**src/rtl/regfile_sequencer.sv**
```systemverilog
// Command sequencer for a 4-entry register file: runs one LOADI/ADD/SUB/MOV
// per accepted command in a fixed IDLE -> READ -> WRITE -> DONE cycle.
module regfile_sequencer #(
    parameter int WIDTH  = 4,
    parameter int ADDR_W = 2
) (
    input  logic              i_clk,
    input  logic              i_rst_n,
    input  logic              i_cmd_valid,
    output logic              o_cmd_ready,
    input  logic [1:0]        i_cmd_op,
    input  logic [ADDR_W-1:0] i_cmd_rd,
    input  logic [ADDR_W-1:0] i_cmd_rs0,
    input  logic [ADDR_W-1:0] i_cmd_rs1,
    input  logic [WIDTH-1:0]  i_cmd_imm,
    output logic [ADDR_W-1:0] o_reg_read_0,
    output logic [ADDR_W-1:0] o_reg_read_1,
    input  logic [WIDTH-1:0]  i_port_read_0,
    input  logic [WIDTH-1:0]  i_port_read_1,
    output logic [ADDR_W-1:0] o_reg_write,
    output logic [WIDTH-1:0]  o_port_write,
    output logic              o_write_enable,
    output logic              o_done,
    output logic [WIDTH-1:0]  o_result,
    output logic              o_carry
);

    typedef enum logic [1:0] {
        OP_LOADI = 2'b00,
        OP_ADD   = 2'b01,
        OP_SUB   = 2'b10,
        OP_MOV   = 2'b11
    } op_e;

    typedef enum logic [1:0] {
        S_IDLE,
        S_READ,
        S_WRITE,
        S_DONE
    } state_e;

    state_e              state;
    op_e                 op_q;
    logic [ADDR_W-1:0]   rd_q;
    logic [WIDTH-1:0]    imm_q;
    logic                carry_q;

    logic [WIDTH:0]      sum_ext;
    logic [WIDTH:0]      diff_ext;
    logic [WIDTH-1:0]    alu_result;
    logic                alu_carry;

    // The ALU works straight off the read ports; its output is only
    // registered at the READ edge, which is the operand capture point.
    always_comb begin
        // NOTE: every always_comb output gets a default first so no path can infer a latch.
        alu_result = '0;
        alu_carry  = 1'b0;
        sum_ext    = {1'b0, i_port_read_0} + {1'b0, i_port_read_1};
        diff_ext   = {1'b0, i_port_read_0} - {1'b0, i_port_read_1};
        case (op_q)
            OP_LOADI: alu_result = imm_q;
            OP_MOV:   alu_result = i_port_read_0;
            OP_ADD: begin
                alu_result = sum_ext[WIDTH-1:0];
                alu_carry  = sum_ext[WIDTH];
            end
            OP_SUB: begin
                alu_result = diff_ext[WIDTH-1:0];
                alu_carry  = diff_ext[WIDTH];
            end
            default: ;
        endcase
    end

    // NOTE: all sequential state uses non-blocking assignments so every register samples pre-edge values.
    always_ff @(posedge i_clk) begin
        if (!i_rst_n) begin
            state          <= S_IDLE;
            op_q           <= OP_LOADI;
            rd_q           <= '0;
            imm_q          <= '0;
            carry_q        <= 1'b0;
            o_cmd_ready    <= 1'b1;
            o_reg_read_0   <= '0;
            o_reg_read_1   <= '0;
            o_reg_write    <= '0;
            o_port_write   <= '0;
            o_write_enable <= 1'b0;
            o_done         <= 1'b0;
            o_result       <= '0;
            o_carry        <= 1'b0;
        end else begin
            case (state)
                S_IDLE: begin
                    if (i_cmd_valid && o_cmd_ready) begin
                        op_q         <= op_e'(i_cmd_op);
                        rd_q         <= i_cmd_rd;
                        imm_q        <= i_cmd_imm;
                        o_reg_read_0 <= i_cmd_rs0;
                        o_reg_read_1 <= i_cmd_rs1;
                        o_cmd_ready  <= 1'b0;
                        state        <= S_READ;
                    end
                end
                S_READ: begin
                    o_port_write   <= alu_result;
                    carry_q        <= alu_carry;
                    o_reg_write    <= rd_q;
                    o_write_enable <= 1'b1;
                    state          <= S_WRITE;
                end
                S_WRITE: begin
                    o_write_enable <= 1'b0;
                    o_done         <= 1'b1;
                    o_result       <= o_port_write;
                    o_carry        <= carry_q;
                    state          <= S_DONE;
                end
                S_DONE: begin
                    o_done      <= 1'b0;
                    o_cmd_ready <= 1'b1;
                    state       <= S_IDLE;
                end
                default: state <= S_IDLE;
            endcase
        end
    end

endmodule

```
**config.mk**
```make
export PLATFORM = sky130hd
export DESIGN_NAME = regfile_sequencer
export DESIGN_NICKNAME = d
export VERILOG_FILES = /design/src/rtl/regfile_sequencer.sv
export SDC_FILE = /design/constraint.sdc
export NUM_CORES = 1
export LEC_CHECK = 0
export BUFFER_PORTS_ARGS = -buffer_cell sky130_fd_sc_hd__buf_2
export CAP_MARGIN = 20
export CORE_MARGIN = 1
export CORE_UTILIZATION = 55
export DETAILED_ROUTE_END_ITERATION = 10
export PLACE_DENSITY = 0.92
export SLEW_MARGIN = 20
export SYNTH_ARGS = -nofsm -noshare
export SYNTH_HDL_FRONTEND = slang
export SYNTH_SLANG_ARGS = --single-unit
```
**constraint.sdc**
```tcl
create_clock -name i_clk -period 2.7 [get_ports i_clk]
set_input_delay 0.54 -clock i_clk [delete_from_list [all_inputs] [get_ports i_clk]]
set_output_delay 0.54 -clock i_clk [all_outputs]
set_load 0.005 [all_outputs]
```
==> results.rst, run 1 <==
.. list-table::
   :header-rows: 1

   * - Metric
     - Value
   * - H-Tree Depth
     - 2
   * - Clock network latency to the later pin of the worst-skew pair
     - 0.34 ns
   * - Final Hold Viols
     - 0
   * - Via count of the first global-routing pass
     - 1,212
   * - Depth of the critical timing path with buffers and inverters included
     - 9
   * - Global-route wire length before repair
     - 5.31 mm
   * - Fraction of layout cells with a size suffix above 1
     - 21.8%
   * - Status
     - finished clean
   * - Mean routed wirelength per cell
     - 12.2 um
   * - Initial Util
     - 58.0%
   * - Mean instance size in the synthesized netlist
     - 8.88 sq um
   * - Largest family of logic cells by synthesized area
     - simple AND/OR/NAND/NOR gates
   * - Register clock-pin slew on the reported worst setup and hold paths
     - 0.09 ns
   * - Cell accounting for the most synthesized area
     - sky130_fd_sc_hd__dfxtp_1
   * - Die footprint
     - 0.00313 sq mm
   * - Buffer count from post-CTS setup fixing
     - 0
   * - Achievable frequency
     - 0.558 GHz
   * - Met3 usage in global routing
     - 7.21%
   * - Violation count after the first detailed-route iteration
     - 43
   * - Area Overhead vs Synth
     - 16.7%
   * - Die Ht
     - 55.9 um
   * - Area of the mapped netlist
     - 0.00160 sq mm
   * - Top Usage Layer GRT
     - met2
   * - Number of unique standard cell types used by synthesis
     - 36
   * - Top-level port count
     - 41
   * - Cell family with the largest share of critical-path delay
     - adder cells
   * - Leading cell type in the layout, fill and taps excluded
     - sky130_fd_sc_hd__buf_2
   * - Setup TNS
     - 0 ns
   * - Final HPWL from detailed placement
     - 2.28 mm
   * - Max-slew violation total from the final report
     - 0
   * - Synthesized-area fraction occupied by and/or/nand/nor cells
     - 17.8%
   * - Share of synthesized cell area in full adder, half adder and majority cells
     - 15.8%
   * - Overall track demand over capacity in global routing
     - 21.9%
   * - Post-DR vias/cell
     - 5.33
   * - Max Clock Skew
     - 0.0109 ns
   * - Area share of the largest cell type after synthesis
     - 36.3%
   * - Largest vdd supply drop
     - 0.643 mV
   * - Signal arrival time at the worst endpoint
     - 2.03 ns
   * - Count of cells along the worst register-to-register path
     - 7
   * - Yosys warning count
     - 0
   * - Count of maximum capacitance violations
     - 0
   * - Wire length after detailed routing
     - 3.07 mm
   * - NumNets Final
     - 261
   * - Number of cells after detailed placement
     - 243
   * - Xor/xnor share of the synthesized area
     - 1.64%
   * - Pin count of the biggest net entering global routing
     - 32
   * - Largest incremental delay on the critical path
     - 0.49 ns
   * - Critical Setup Path Class
     - in2reg
   * - Setup repair after global routing missed its margin
     - false
   * - CTS tree
     - done
   * - Gpl congestion
     - 0.845
   * - Number of standard-cell rows in the floorplan
     - 19
   * - Met2 demand-to-capacity share in global routing
     - 35.3%
   * - Via total after detailed routing
     - 1,338
   * - Initial antenna violation count
     - 0
   * - Post-synthesis compound-gate area fraction
     - 16.7%
   * - Cell type of the slowest stage on the worst timing path
     - sky130_fd_sc_hd__fa_1
   * - Worst hold stages
     - 3
   * - Portion of netlist area occupied by mux cells
     - 5.63%
   * - Worst path cell trace
     - buf_2 -> inv_1 -> ha_1 -> fa_1 -> inv_1 -> a222oi_1 -> o21ai_0 -> mux2i_1 -> nor2b_1
   * - Count of mapped cells out of synthesis
     - 180
   * - Core area
     - 0.00276 sq mm
   * - Measured slew at the worst slew-check pin
     - 0.440 ns
   * - Number of DRC violations after detailed routing
     - 0
   * - Count of port buffers added during placement
     - 40
   * - Number of clock buffers inserted by TritonCTS
     - 5
   * - Sum of overflow across all layers after global routing
     - 0
   * - Tmin final
     - 1.79 ns
   * - Clk sinks
     - 29
   * - Highest-count cells in the layout ignoring fill and taps
     - 40 x sky130_fd_sc_hd__buf_2, 32 x sky130_fd_sc_hd__nand2_1, 29 x sky130_fd_sc_hd__dfxtp_1
   * - CP most frequent cell
     - sky130_fd_sc_hd__inv_1
   * - Crit start category
     - input port
   * - Worst Path Required
     - 2.93 ns
   * - Fill count
     - 225
   * - Final design instance area without fill
     - 0.00187 sq mm
   * - Clock tree root buffer cell
     - sky130_fd_sc_hd__clkbuf_4
   * - Filler-free cell count of the finished design
     - 251
   * - Router iterations before antenna repair
     - 4
   * - Met1 Resource Use GR
     - 27.8%
   * - Hold-fix buffer count after cts
     - 0
   * - Overall power consumption
     - 0.00134 W
   * - Relative slew slack
     - 70.6%
   * - Buffer levels on the longest clock path
     - 2
   * - Count of final setup violators
     - 0
   * - Bufs and invs on worst path
     - 3
   * - Fraction of the cycle the final worst path needs
     - 66.4%
   * - Kind of end point of the critical path
     - flip-flop
   * - Antenna diodes
     - 0
   * - Final standard cell utilization of the core
     - 67.7%
   * - Flip-flop and latch count after synthesis
     - 29
   * - Area after DPL
     - 0.00180 sq mm
   * - Die extent in x
     - 55.9 um
   * - ANT nets after route
     - 0
   * - Largest fanout of any net on the critical path
     - 3
   * - P_leak
     - 0.863 nW
   * - Post-synthesis sequential area ratio
     - 36.3%
   * - Top cells by area, synth
     - sky130_fd_sc_hd__dfxtp_1 36%, sky130_fd_sc_hd__ha_1 13%, sky130_fd_sc_hd__nand2_1 7.5%
   * - Post-CTS resize count
     - 0
   * - Power per standard cell area
     - 716 mW/mm^2
   * - Worst min path class
     - in2reg
   * - Post-synth net total
     - 222
[path summary, 6_finish.rpt]
path,slack [ns],end,startpoint
worst max-delay path,0.91,o_port_write[1]$_SDFFE_PN0N_,i_port_read_0[0]
worst min-delay path,0.44,rd_q[1]$_SDFFE_PN0P_,i_cmd_rd[1]
worst max register to register,1.05,o_port_write[3]$_SDFFE_PN0N_,op_q[1]$_SDFFE_PN0P_
worst min register to register,0.46,imm_q[2]$_SDFFE_PN0P_,imm_q[2]$_SDFFE_PN0P_
[kinds of logic after synthesis]
family	count (synthesis)
AOI/OAI and AO/OA	37
DFF	29
buffers and inverters	23
and+or+nand+nor	60
adders and majority gates	19
muxes	9
xor gates and xnor gates	3
[area by class of cell]
class                   count  area (sq um)  area share, %
repair buffers             40           200           10.7
clock buffers               7          65.1           3.49
flip-flops and latches     29           581           31.1
well taps                  31          38.8           2.08
inverters                  15          56.3           3.02
clock inverters             1          5.00          0.268
multi-input cells         128           921           49.3
[state kept, by name, summed over array words and instances, names as in the netlist, 2 cells and up]
signal / flops
imm_q: 4
o_port_write: 4
o_result: 4
o_reg_read_0: 2
o_reg_read_1: 2
o_reg_write: 2
op_q: 2
rd_q: 2
state: 2
[synth_stat cells]
master	number
sky130_fd_sc_hd__buf_6	1
sky130_fd_sc_hd__xor2_1	2
sky130_fd_sc_hd__inv_1	15
sky130_fd_sc_hd__nand2b_1	1
sky130_fd_sc_hd__a21oi_1	3
sky130_fd_sc_hd__o211ai_1	3
sky130_fd_sc_hd__mux2i_1	9
sky130_fd_sc_hd__a21boi_1	1
sky130_fd_sc_hd__buf_2	3
sky130_fd_sc_hd__clkbuf_1	4
sky130_fd_sc_hd__o211a_1	1
sky130_fd_sc_hd__a21boi_0	13
sky130_fd_sc_hd__and3_1	2
sky130_fd_sc_hd__o311a_1	1
sky130_fd_sc_hd__o21bai_1	1
sky130_fd_sc_hd__a32oi_1	1
sky130_fd_sc_hd__a311oi_1	1
sky130_fd_sc_hd__nor2_1	6
sky130_fd_sc_hd__nor2b_1	12
sky130_fd_sc_hd__o21a_1	1
sky130_fd_sc_hd__a21o_1	1
sky130_fd_sc_hd__o21ai_0	5
sky130_fd_sc_hd__o2111ai_1	1
sky130_fd_sc_hd__nand3b_1	2
sky130_fd_sc_hd__xnor2_1	1
sky130_fd_sc_hd__dfxtp_1	29
sky130_fd_sc_hd__nand2_1	32
sky130_fd_sc_hd__ha_1	17
sky130_fd_sc_hd__a221oi_1	1
sky130_fd_sc_hd__fa_1	2
sky130_fd_sc_hd__o21ai_1	1
sky130_fd_sc_hd__nand3_1	3
sky130_fd_sc_hd__o22ai_1	1
sky130_fd_sc_hd__nand4bb_1	1
sky130_fd_sc_hd__nor3b_1	1
sky130_fd_sc_hd__a222oi_1	1
[power breakdown]
part	switching [W]	leakage, nW	internal [W]
logic	0.000270	0.585	0.000210
registers	0.0000476	0.236	0.000502
clock network	0.000156	0.0413	0.000151
total	0.000474	0.863	0.000863
[worst min-delay path: cells and delay by family]
kind                   cells  cell delay [ns]
AO/OA/AOI/OAI              1             0.06
buffers and inverters      1             0.09
AND/OR/NAND/NOR            1             0.04
[metal layers]
metal  wire [um]  up-vias
met1        1350      608
met2        1500       43
li1            -      681
met3         173        6
met4          47        0
met5           0        -
[metrics by stage]
| step | hold WS [ns] | worst slack [ns] |
|---|---|---|
| floorplan | 0.440 | 0.809 |
| global placement | 0.447 | 0.628 |
| detailed placement | 0.454 | 0.579 |
| CTS | 0.436 | 0.936 |
| global route | 0.436 | 0.801 |
| finish | 0.439 | 0.908 |
Power figures use the tool's default switching activity.
==> run 2, diff against run 1 <==
Settings changed: ABC_AREA set to 1, CORE_UTILIZATION 55 to 51, PLACE_DENSITY 0.92 to 0.88.
Clock period 2.7 ns to 1.65 ns, I/O delays scaled along.
==> run 2 against run 1 <==
Sequential power is 99% higher. Clock power is 37% higher. Largest power group unchanged. Non-clock buffer count is 4 higher. Critical path type is now reg2reg. Cell area is 3.8% lower. Highest routed layer unchanged. Register-to-register slack worse by 0.85 ns. Core utilization is 3.1 points lower. First-iteration DRC count is 33% higher. Clock-buffer cell count is 2 lower. Sequential share of layout area is 1.2 points higher.
==> results.rst, run 2 <==
.. list-table::
   :header-rows: 1

   * - Metric
     - Value
   * - Highest-count cells in the layout ignoring fill and taps
     - 40 x sky130_fd_sc_hd__buf_2, 32 x sky130_fd_sc_hd__inv_1, 31 x sky130_fd_sc_hd__a21oi_1
   * - Cell type of the slowest stage on the worst timing path
     - sky130_fd_sc_hd__dfxtp_1
   * - Antenna diodes
     - 0
   * - Max-slew violation total from the final report
     - 0
   * - Top-level port count
     - 41
   * - Worst path cell trace
     - inv_1 -> ha_1 -> nand3_1 -> buf_4 -> o21ai_0 -> a21oi_1
   * - Yosys warning count
     - 0
   * - Final Hold Viols
     - 0
   * - Mean routed wirelength per cell
     - 11.0 um
   * - Signal arrival time at the worst endpoint
     - 1.71 ns
   * - Pin count of the biggest net entering global routing
     - 25
   * - Register clock-pin slew on the reported worst setup and hold paths
     - 0.10 ns
   * - Count of mapped cells out of synthesis
     - 196
   * - Fraction of the cycle the final worst path needs
     - 88.0%
   * - Via total after detailed routing
     - 1,398
   * - Fill count
     - 260
   * - ANT nets after route
     - 0
   * - Final HPWL from detailed placement
     - 2.29 mm
   * - Max Clock Skew
     - 0.0107 ns
   * - Cell with the most instances after synthesis
     - sky130_fd_sc_hd__inv_1
   * - Count of maximum capacitance violations
     - 0
   * - Global-route wire length before repair
     - 5.20 mm
   * - Router iterations before antenna repair
     - 4
   * - Top cells by area, synth
     - sky130_fd_sc_hd__dfxtp_1 39%, sky130_fd_sc_hd__ha_1 14%, sky130_fd_sc_hd__a21oi_1 10%
   * - Clock tree root buffer cell
     - sky130_fd_sc_hd__clkbuf_4
   * - Sequential group share of total power
     - 43.5%
   * - Area after DPL
     - 0.00174 sq mm
   * - Area share of the largest cell type after synthesis
     - 38.7%
   * - Overall track demand over capacity in global routing
     - 20.9%
   * - Area taken by flip-flops and latches
     - 581 sq um
   * - Die Ht
     - 56.2 um
   * - Gpl congestion
     - 0.858
   * - Largest fanout of any net on the critical path
     - 24
   * - Minimum hold slack
     - 0.279 ns
   * - Worst min path class
     - in2reg
   * - Initial antenna violation count
     - 0
   * - Achievable frequency
     - 0.689 GHz
   * - Share of total power in the clock network
     - 16.8%
   * - Buffer levels on the longest clock path
     - 2
   * - Via count of the first global-routing pass
     - 1,326
   * - Switching fraction of total power
     - 39.2%
   * - CTS tree
     - done
   * - Critical Setup Path Class
     - reg2reg
   * - Final standard cell utilization of the core
     - 64.6%
   * - Switching power of the nets
     - 0.000983 W
   * - Number of standard-cell rows in the floorplan
     - 19
   * - NumNets Final
     - 283
   * - Fraction of layout cells with a size suffix above 1
     - 21.9%
   * - Clock network latency to the later pin of the worst-skew pair
     - 0.33 ns
   * - Initial Util
     - 53.9%
   * - Wire length after detailed routing
     - 3.01 mm
   * - Power per standard cell area
     - 1400 mW/mm^2
   * - Area of the mapped netlist
     - 0.00150 sq mm
   * - Crit start category
     - flip-flop
   * - Core area
     - 0.00278 sq mm
   * - Filler-free cell count of the finished design
     - 273
   * - Number of clock buffers inserted by TritonCTS
     - 5
   * - Final design instance area without fill
     - 0.00180 sq mm
   * - Die footprint
     - 0.00316 sq mm
   * - Top post-synthesis cells by count
     - 32 x sky130_fd_sc_hd__inv_1, 31 x sky130_fd_sc_hd__a21oi_1, 30 x sky130_fd_sc_hd__o21ai_0
   * - Post-synth net total
     - 238
   * - Cell accounting for the most synthesized area
     - sky130_fd_sc_hd__dfxtp_1
   * - Sum of overflow across all layers after global routing
     - 0
   * - Measured slew at the worst slew-check pin
     - 0.337 ns
   * - Cell Int Power
     - 0.00153 W
   * - Post-DR vias/cell
     - 5.12
   * - Synth Flop Type
     - sky130_fd_sc_hd__dfxtp_1
   * - Count of final setup violators
     - 0
   * - Async set-reset flop share out of synthesis
     - 0%
   * - Largest incremental delay on the critical path
     - 0.41 ns
   * - Flip-flop and latch count after synthesis
     - 29
   * - Relative slew slack
     - 77.5%
   * - Mean instance size in the synthesized netlist
     - 7.65 sq um
   * - Number of unique standard cell types used by synthesis
     - 16
   * - Largest registers
     - imm_q: 4 flops, o_port_write: 4 flops, o_result: 4 flops
   * - Number of flops mapped to enable cells by yosys
     - 0
   * - Number of cells after detailed placement
     - 265
   * - Largest vdd supply drop
     - 1.37 mV
   * - Violation count after the first detailed-route iteration
     - 57
   * - Buffer count from post-CTS setup fixing
     - 0
   * - Count of port buffers added during placement
     - 40
   * - Die extent in x
     - 56.2 um
   * - Hold-fix buffer count after cts
     - 0
   * - Bufs and invs on worst path
     - 2
   * - Status
     - finished clean
   * - Kind of end point of the critical path
     - flip-flop
   * - Post-synthesis sequential area ratio
     - 38.7%
   * - Setup repair after global routing missed its margin
     - false
   * - Post-CTS resize count
     - 0
   * - Leading cell type in the layout, fill and taps excluded
     - sky130_fd_sc_hd__buf_2
   * - H-Tree Depth
     - 2
   * - Cell family with the largest share of critical-path delay
     - flip-flops
   * - P_leak
     - 0.910 nW
   * - Combined area of the multi-input logic cells
     - 772 sq um
   * - Tmin final
     - 1.45 ns
   * - Worst Path Required
     - 1.91 ns
   * - Clk sinks
     - 29
   * - Proportion of power drawn by combinational gates
     - 39.7%
   * - Number of DRC violations after detailed routing
     - 0
   * - Area Overhead vs Synth
     - 19.9%
[run 2: changes by cell type after synthesis, sizes merged, moves of 3 or more]
cell,delta
o211ai,-3
o21ai,+25
nor2,+8
inv,+17
nor2b,-12
nand3,+8
mux2i,-9
a21oi,+29
a21boi,-14
nand2,-13
[run 2: layer usage]
layer / global-route usage, % / up-vias / wire length, um
li1: - / 727 / -
met1: 24.3 / 618 / 1350
met2: 35.4 / 49 / 1410
met3: 6.28 / 4 / 212
met4: 9.06 / 0 / 38
met5: 0 / - / 0
[run 2: worst reg2reg max path, stage by stage (launching register included)]
cell	delay, ns
sky130_fd_sc_hd__dfxtp_1	0.41
sky130_fd_sc_hd__inv_1	0.10
sky130_fd_sc_hd__ha_1	0.25
sky130_fd_sc_hd__nand3_1	0.12
sky130_fd_sc_hd__buf_4	0.24
sky130_fd_sc_hd__o21ai_0	0.12
sky130_fd_sc_hd__a21oi_1	0.15
[run 2: path summary, 6_finish.rpt]
| path | cells after the start | from | slack (ns) | endpoint |
|---|---|---|---|---|
| worst min register to register | 2 | o_reg_read_1[1]$_SDFFE_PN0P_ | 0.45 | o_reg_read_1[1]$_SDFFE_PN0P_ |
| worst max-delay path | 6 | state[0]$_SDFFE_PN0P_ | 0.20 | imm_q[3]$_SDFFE_PN0P_ |
| worst min-delay path | 3 | i_cmd_rs1[1] | 0.28 | o_reg_read_1[1]$_SDFFE_PN0P_ |
| worst max register to register | 6 | state[0]$_SDFFE_PN0P_ | 0.20 | imm_q[3]$_SDFFE_PN0P_ |
[run 2: logic make-up (layout without fill, tap and decap cells)]
| logic type | after synthesis | after routing | share of synthesized area (%) |
|---|---|---|---|
| buf+inv | 38 | 84 | 9.77 |
| compound gates | 64 | 64 | 22.0 |
| flops | 29 | 29 | 38.7 |
| simple gates | 46 | 46 | 12.7 |
| fa+ha+maj | 19 | 19 | 16.9 |
[run 2: layout make-up]
| class | instances | share of cell area [%] |
|---|---|---|
| Clock buffer | 5 | 2.09 |
| Clock inverter | 3 | 0.975 |
| Inverter | 32 | 6.69 |
| Multi-Input combinational cell | 129 | 43.0 |
| Sequential cell | 29 | 32.3 |
| Tap cell | 31 | 2.16 |
| Timing Repair Buffer | 44 | 12.8 |
[run 2: power groups by stage]
stage	sequential [W]	clock, W	combinational [W]
2_1_floorplan	0.00111	0	0.000653
3_3_place_gp	0.00110	0	0.000964
3_5_place_dp	0.00111	0	0.00100
4_1_cts	0.00109	0.000441	0.00101
5_1_grt	0.00113	0.000468	0.00115
6_report	0.00109	0.000422	0.000998
[run 2: per-stage QoR]
stage / TNS (ns) / setup WS, ns / power, W
floorplan: 0 / 0.0932 / 0.00176
global placement: -0.0660 / -0.0660 / 0.00206
detailed placement: -0.110 / -0.101 / 0.00211
CTS: 0 / 0.189 / 0.00254
global route: 0 / 0.0748 / 0.00275
finish: 0 / 0.198 / 0.00251
